$ cat src/rtl/sap_pkg.sv
// sap_pkg: shared constants for the SAP controller-sequencer.
//   - opcode encodings (IR[7:4])
//   - one-hot T-state codes (bit0 = T1 .. bit5 = T6)
//   - bit positions inside the 12-bit control word
//   - CON_IDLE: every strobe at its inactive level
package sap_pkg;

  typedef enum logic [3:0] {
    OP_LDA = 4'h0,
    OP_ADD = 4'h1,
    OP_SUB = 4'h2,
    OP_OUT = 4'hE,
    OP_HLT = 4'hF
  } opcode_e;

  localparam logic [5:0] T1 = 6'b000001;
  localparam logic [5:0] T2 = 6'b000010;
  localparam logic [5:0] T3 = 6'b000100;
  localparam logic [5:0] T4 = 6'b001000;
  localparam logic [5:0] T5 = 6'b010000;
  localparam logic [5:0] T6 = 6'b100000;

  // con = {Cp,Ep,Lm_barra,CE_barra,Li_barra,Ei_barra,La_barra,Ea,Su,Eu,Lb_barra,Lo_barra}
  localparam int CP   = 11;
  localparam int EP   = 10;
  localparam int LM_B = 9;
  localparam int CE_B = 8;
  localparam int LI_B = 7;
  localparam int EI_B = 6;
  localparam int LA_B = 5;
  localparam int EA   = 4;
  localparam int SU   = 3;
  localparam int EU   = 2;
  localparam int LB_B = 1;
  localparam int LO_B = 0;

  localparam logic [11:0] CON_IDLE = 12'h3E3;

  // Opcodes with a real execute sequence; everything else behaves as NOP.
  function automatic logic is_defined_op(input logic [3:0] op);
    return (op == OP_LDA) || (op == OP_ADD) || (op == OP_SUB) ||
           (op == OP_OUT) || (op == OP_HLT);
  endfunction

endpackage

$ cat src/rtl/sap_controller_sequencer_if.sv
// sap_controller_sequencer_if: instruction/step inputs and control outputs
// of the SAP controller-sequencer.
//   opcode  : IR[7:4]
//   run     : 1 = free-run, 0 = single-step
//   step    : advance one T-state while run = 0
//   con     : 12-bit control word
//   t_state : one-hot ring state
//   halted  : HLT has executed
// master = whoever drives the instruction/step side, slave = the sequencer.
interface sap_controller_sequencer_if;
  logic [3:0]  opcode;
  logic        run;
  logic        step;
  logic [11:0] con;
  logic [5:0]  t_state;
  logic        halted;

  modport master (output opcode, run, step, input con, t_state, halted);
  modport slave  (input opcode, run, step, output con, t_state, halted);
endinterface

$ cat src/rtl/sap_ring_counter.sv
// sap_ring_counter: 6-bit one-hot T-state ring.
//   clk       : rising-edge clock
//   clr_barra : synchronous active-low clear, forces T1
//   advance   : move to the next state this edge
//   load_t1   : with advance, jump back to T1 instead of rotating
//   t_state   : one-hot state, bit0 = T1
module sap_ring_counter
  import sap_pkg::*;
(
  input  logic       clk,
  input  logic       clr_barra,
  input  logic       advance,
  input  logic       load_t1,
  output logic [5:0] t_state
);

  always_ff @(posedge clk) begin
    if (!clr_barra)
      t_state <= T1;
    else if (advance)
      t_state <= load_t1 ? T1 : {t_state[4:0], t_state[5]};
  end

endmodule

$ cat src/rtl/sap_controller_sequencer.sv
// sap_controller_sequencer: SAP controller-sequencer.
//   clk       : rising-edge clock
//   clr_barra : synchronous active-low reset; also gates con to CON_IDLE
//   bus       : slave side of sap_controller_sequencer_if
//               (opcode/run/step in, con/t_state/halted out)
// Parameter SKIP_NOP = 1 returns to T1 right after the last non-idle
// execute state instead of always walking T1..T6.
module sap_controller_sequencer
  import sap_pkg::*;
#(
  parameter bit SKIP_NOP = 1'b0
) (
  input  logic                        clk,
  input  logic                        clr_barra,
  sap_controller_sequencer_if.slave   bus
);

  logic [5:0]  t_q;
  logic        halted_q;
  logic        go;
  logic        hlt_hit;
  logic        advance;
  logic        early;
  logic [11:0] con_dec;

  // HLT is recognised on the edge that would leave T4: the ring is frozen
  // there and halted is set instead of advancing.
  assign go      = (bus.run | bus.step) & ~halted_q;
  assign hlt_hit = t_q[3] && (bus.opcode == OP_HLT);
  assign advance = go & ~hlt_hit;

  // Early return to T1 after the last state that does useful work.
  assign early = SKIP_NOP &&
                 ((t_q[4] && (bus.opcode == OP_LDA)) ||
                  (t_q[3] && (bus.opcode == OP_OUT)) ||
                  (t_q[2] && !is_defined_op(bus.opcode)));

  sap_ring_counter u_ring (
    .clk       (clk),
    .clr_barra (clr_barra),
    .advance   (advance),
    .load_t1   (early),
    .t_state   (t_q)
  );

  always_ff @(posedge clk) begin
    if (!clr_barra)
      halted_q <= 1'b0;
    else if (go && hlt_hit)
      halted_q <= 1'b1;
  end

  // Decoder: start from the idle word and flip only the strobes each
  // state asserts.
  always_comb begin
    con_dec = CON_IDLE;
    if (!halted_q) begin
      case (t_q)
        T1: begin con_dec[EP] = 1'b1; con_dec[LM_B] = 1'b0; end
        T2: con_dec[CP] = 1'b1;
        T3: begin con_dec[CE_B] = 1'b0; con_dec[LI_B] = 1'b0; end
        T4: begin
          case (bus.opcode)
            OP_LDA, OP_ADD, OP_SUB: begin
              con_dec[EI_B] = 1'b0; con_dec[LM_B] = 1'b0;
            end
            OP_OUT: begin con_dec[EA] = 1'b1; con_dec[LO_B] = 1'b0; end
            default: ;
          endcase
        end
        T5: begin
          case (bus.opcode)
            OP_LDA: begin con_dec[CE_B] = 1'b0; con_dec[LA_B] = 1'b0; end
            OP_ADD, OP_SUB: begin
              con_dec[CE_B] = 1'b0; con_dec[LB_B] = 1'b0;
            end
            default: ;
          endcase
        end
        T6: begin
          case (bus.opcode)
            OP_ADD: begin con_dec[EU] = 1'b1; con_dec[LA_B] = 1'b0; end
            OP_SUB: begin
              con_dec[EU] = 1'b1; con_dec[LA_B] = 1'b0; con_dec[SU] = 1'b1;
            end
            default: ;
          endcase
        end
        default: ;
      endcase
    end
  end

  assign bus.con     = clr_barra ? con_dec : CON_IDLE;
  assign bus.t_state = t_q;
  assign bus.halted  = halted_q;

endmodule

$ cat src/flat_wrapper.sv
// flat-port wrapper written by rule: the top's interface ports become plain ports
module sap_controller_sequencer_flat import sap_pkg::*;
#(
  parameter bit SKIP_NOP = 1'b0
)
  (clk, clr_barra, bus_opcode, bus_run, bus_step, bus_con, bus_t_state, bus_halted);
  sap_controller_sequencer_if bus_i ();
  input  logic clk;
  input  logic clr_barra;
  input wire logic [$bits(bus_i.opcode)-1:0] bus_opcode;
  input wire logic [$bits(bus_i.run)-1:0] bus_run;
  input wire logic [$bits(bus_i.step)-1:0] bus_step;
  output wire logic [$bits(bus_i.con)-1:0] bus_con;
  output wire logic [$bits(bus_i.t_state)-1:0] bus_t_state;
  output wire logic [$bits(bus_i.halted)-1:0] bus_halted;
  assign bus_i.opcode = bus_opcode;
  assign bus_i.run = bus_run;
  assign bus_i.step = bus_step;
  assign bus_con = bus_i.con;
  assign bus_t_state = bus_i.t_state;
  assign bus_halted = bus_i.halted;
  sap_controller_sequencer #(.SKIP_NOP(SKIP_NOP)) u_core (.clk(clk), .clr_barra(clr_barra), .bus(bus_i));
endmodule
$ cat config.mk
export PLATFORM = sky130hd
export DESIGN_NAME = sap_controller_sequencer_flat
export DESIGN_NICKNAME = d
export VERILOG_FILES = /design/src/rtl/sap_pkg.sv /design/src/rtl/sap_controller_sequencer_if.sv /design/src/rtl/sap_ring_counter.sv /design/src/rtl/sap_controller_sequencer.sv /design/src/flat_wrapper.sv
export SDC_FILE = /design/constraint.sdc
export NUM_CORES = 1
export LEC_CHECK = 0
export BUFFER_PORTS_ARGS = -buffer_cell sky130_fd_sc_hd__buf_2
export CAP_MARGIN = 5
export CORE_AREA = 4 4 41 43
export CTS_CLUSTER_DIAMETER = 80
export CTS_CLUSTER_SIZE = 20
export DETAILED_ROUTE_END_ITERATION = 10
export DIE_AREA = 0 0 45 47
export PLACE_DENSITY = 0.75
export SLEW_MARGIN = 20
export SYNTH_ARGS = -nofsm -noshare
export SYNTH_HDL_FRONTEND = slang
export SYNTH_SLANG_ARGS = --single-unit
$ cat constraint.sdc
create_clock -name clk -period 3.3 [get_ports clk]
set_input_delay 0.165 -clock clk [delete_from_list [all_inputs] [get_ports clk]]
set_output_delay 0.165 -clock clk [all_outputs]
set_load 0.01 [all_outputs]
=== Word-level counts from Yosys, hierarchy flattened ===
Index checks and enable logic that the tools add are counted.

* Register bits: 7
* Input port bits: 8
* Logic and storage cells: 42
* Output and inout port bits: 19

* Bitwise operators: 5
* Eq/ne operators: 10
* Mux-type cells: 20
* Reductions and logical operators: 5

{| class="wikitable"
|+ Operators by type and width
! operator !! number
|-
| 2-to-1 mux 12 bit || 2
|-
| 2-to-1 mux 1 bit || 14
|-
| equality test 4 bit, second input constant || 2
|-
| equality test 6 x 1 -> 1 bit, second input constant || 1
|-
| equality test 6 x 2 -> 1 bit, second input constant || 1
|-
| equality test 6 x 3 -> 1 bit, second input constant || 1
|-
| equality test 6 x 4 -> 1 bit, second input constant || 1
|-
| equality test 6 x 5 -> 1 bit, second input constant || 1
|-
| equality test 6 bit, second input constant || 1
|-
| case mux 1 bit (2 select lines) || 3
|-
| equality test 4 x 1 -> 1 bit, second input constant || 1
|-
| equality test 4 x 2 -> 1 bit, second input constant || 1
|-
| logical NOT 4 bit || 1
|-
| OR reduction 3 bit || 1
|-
| bitwise AND 1 bit || 2
|-
| logical AND 1 bit || 2
|-
| 2-to-1 mux 2 bit || 1
|-
| inverter 1 bit || 2
|-
| OR reduction 2 bit || 1
|-
| bitwise OR 1 bit || 1
|}

=== Logic depth before layout (Yosys ltp) ===
* Word-level depth: 6
* Gate-level depth with buffers: 4
* Gate-level depth less buffers: 3

=== Hierarchy ===
A second synthesis with hierarchy kept.

* Cell total of the unflattened synthesis: 58
* Area total of the unflattened synthesis: 515.5 um^2

{| class="wikitable"
|+ By module, submodules not included
! module !! area each (um^2) !! sequential area each (um^2) !! cells each !! times used
|-
| sap_controller_sequencer || 276.5 || 20.0 || 37 || 1
|-
| sap_ring_counter || 239.0 || 120.1 || 21 || 1
|}

=== Worst setup path after synthesis ===
No wires, ideal clock.

* Path type: register -> output
* From: register u_core.u_ring.t_state[5]
* To: output port bus_con[4]
* Data required time: 3.135 ns
* Buffers on the path: 0
* Path slack: 1.972 ns
* Arrival: 1.163 ns
* Stages on the path, launching flop included: 4
* Path through: dfxtp_1 nor4_2 and4b_1 and4_1

* Cells in the longest elaborated chain, start to end: 4

{| class="wikitable"
|+ RTL lines
! element !! RTL line !! text
|-
| start: declaration || sap_ring_counter.sv:14 || <nowiki>output logic [5:0] t_state</nowiki>
|-
| start signal: assignment || sap_ring_counter.sv:21 || <nowiki>t_state <= load_t1 ? T1 : {t_state[4:0], t_state[5]};</nowiki>
|-
| equality test 6 x 4 -> 1 bit || sap_controller_sequencer.sv:58 || <nowiki>case (t_q)</nowiki>
|-
| 2-to-1 mux 1 bit || sap_controller_sequencer.sv:58 ||
|-
| 2-to-1 mux 12 bit || sap_controller_sequencer.sv:57 || <nowiki>if (!halted_q) begin</nowiki>
|-
| 2-to-1 mux 12 bit || sap_controller_sequencer.sv:94 || <nowiki>assign bus.con = clr_barra ? con_dec : CON_IDLE;</nowiki>
|-
| end: declaration || flat_wrapper.sv:13 || <nowiki>output wire logic [$bits(bus_i.con)-1:0] bus_con;</nowiki>
|}

Every way passes these cells.

=== Worst setup path after layout ===
Ends and elaborated chain as after synthesis.

==> results_dict.tcl <==
set metrics [dict create \
    whs_ns 0.234 \
    drt_pre_antenna_iters 2 \
    syn-cell-area_um2 498 \
    fin_skew_ns 0.00644 \
    grt_max_degree 13 \
    row_count 13 \
    critPathMaxStageDelay_ns 0.38 \
    yosysSeqAreaShare_pct 28.1 \
    yosysWarnings 0 \
    reg2reg_to "u_core.u_ring.t_state[3]" \
    dieArea_um2 2120 \
    hold_buffers 0 \
    multiInputGateArea_um2 349 \
    max_freq_mhz 591 \
    vias 518 \
    post-route-min-period_ns 1.69 \
    final_common_cell "buf_2" \
    nets 93 \
    period_share_pct 51.3 \
    totalWireLength_um 1220 \
    setup_viol_count_final 0 \
    cts_buffers 3 \
    grt_pass1_wl_um 1980 \
    hold_path_class "primary input to flop" \
    hold_start "clr_barra" \
    tightest_slew_ns 0.430 \
    synth_seq_cells 7 \
    cpMaxStageDelayCell "dfxtp_1" \
    pre_cts_slack_ns 1.86 \
    wl_per_cell_um 12.3 \
    synthTopCellsByArea "dfxtp_1 28%, and4b_1 10%, mux2i_1 8.0%" \
    antenna_cells 0 \
    fin_util_pct 51.1 \
    leakage_nw 0.340 \
    rsz0062_at_grt "false" \
    place_hpwl_um 1020 \
    reg2reg_depth 3 \
    die_h_um 47 \
    rrSetupSlack_ns 2.15 \
    fin_ws_ns 1.61 \
    cp.depth 4 \
    critPathArrivalTime_ns 1.53 \
    ys_types 30 \
    ys.flop_type "dfxtp_1" \
    path_clk_slew_ns 0.05 \
    grt_pass1_vias 465 \
    p_per_area_nw_per_um2 338 \
    whs_path_depth 2 \
    yosysTopAreaCell "dfxtp_1" \
    netlist_instances 56 \
    place_congestion 0.719 \
    async_reset_ff_share_pct 0 \
    clockBufferDepth 2 \
    cp-start-kind "flop" \
    io_buffers 26 \
    vias_per_cell 5.23 \
    drv_slew 0 \
    drt_iter0_drc 13 \
    clock_sinks 7 \
    ctsResizeCount 0 \
    post_cts_buffers 0 \
    endpoint_kind "output port" \
    reg2reg_from "u_core.bus.halted" \
    hold_viol 0 \
    start_util_pct 38.3 \
    syn_area_per_cell_um2 8.89 \
    whs_endpoint "u_core.bus.halted" \
    gr-total-overflow 0 \
    fp.dieW_um 45 \
    ant_nets 0 \
    core_um2 1300 \
    drive_gt1_share_pct 38.1 \
    finalSetupTns_ns 0 \
    crit_chain "nor4_2 -> and4b_1 -> and4_1 -> buf_2" \
    cts_tree "yes" \
    area.sequential_um2 140 \
    final_cell_mix "26 x buf_2, 7 x nand2_1, 7 x dfxtp_1" \
    crit_fanout 9 \
    critPathKind "flop to output port" \
    clk_latency_ns 0.25 \
    cp.required_ns 3.13 \
    antenna_found_initial 0 \
    yosys.area.top_type_share_pct 28.1 \
    maxCapViolCount 0 \
    grt_use_total_pct 12.5 \
    area_delta_synth_final_pct 33.4 \
    synth_nets 64 \
    htree_levels 1 \
    cpLargestDelayFamily "simple AND/OR/NAND/NOR gates" \
    peakVddDrop_v 0.000201 \
    worst-path-buf-inv 1 \
    synth-edff-count 0 \
    slew_headroom_pct 71.3 \
    root_buffer "clkbuf_4" \
    status "finished, final reports clean" \
    nFillCells 130 \
    drc 0 \
    pin_count 27 \
]
sequential cells by signal (all words and copies together) (netlist names):
signal and cells:
u_core.u_ring.t_state 6, u_core.bus.halted 1
routing by layer:
metal	part of all wire (%)	vias up	wire, um	track usage [%]
met3	8.0	0	98	4.98
li1	-	272	-	-
met2	48	14	584	21.2
met1	44	232	536	14.6
met4	0	0	0	3.51
met5	0	-	0	0
cells by family (layout without fill, tap and decap cells):
group	count (synthesis)	in the layout	synth area share, %
flip-flops	7	7	28.1
multiplexers	4	4	8.04
buffers and inverters	2	30	1.76
AND/OR/NAND/NOR	32	32	43.5
AO/OA/AOI/OAI	10	10	16.8
XOR/XNOR	1	1	1.76
power breakdown:
group,leakage (nW),internal (mW),switching [mW]
registers,0.0576,0.0902,0.0106
logic,0.268,0.0232,0.0252
clock network,0.0150,0.0460,0.0295
total,0.340,0.159,0.0653
worst max-delay path by stage:
stage / from / endpoint / slack (ns)
global route: u_core.u_ring.t_state[5] / bus_con[4] / 1.45
global placement: u_core.u_ring.t_state[5] / bus_con[4] / 1.91
finish: u_core.u_ring.t_state[5] / bus_con[4] / 1.61
detailed placement: u_core.u_ring.t_state[5] / bus_con[4] / 1.86
CTS: u_core.u_ring.t_state[5] / bus_con[4] / 1.59
floorplan: u_core.u_ring.t_state[5] / bus_con[4] / 1.97
cell type report:
class / count / share of cell area (%)
multi-input cells: 47 / 52.5
flip-flops and latches: 7 / 21.1
clock buffers: 4 / 3.95
repair buffers: 26 / 19.6
well taps: 15 / 2.82
synth_stat cells (all sizes together) (2+ instances only):
cell   number
dfxtp       7
nand2       7
and4b       5
mux2i       4
nor2b       4
and3        3
a21oi       2
and4        2
nor3        2
o21ai       2
stage by stage:
step           total power [mW]  cell area (um^2)  cells
2_1_floorplan             0.130               498     56
3_3_place_gp              0.149               638     95
3_5_place_dp              0.151               638     95
4_1_cts                   0.226               664     99
5_1_grt                   0.239               664     99
6_report                  0.225               664     99
(Power assumes the default switching activity.)
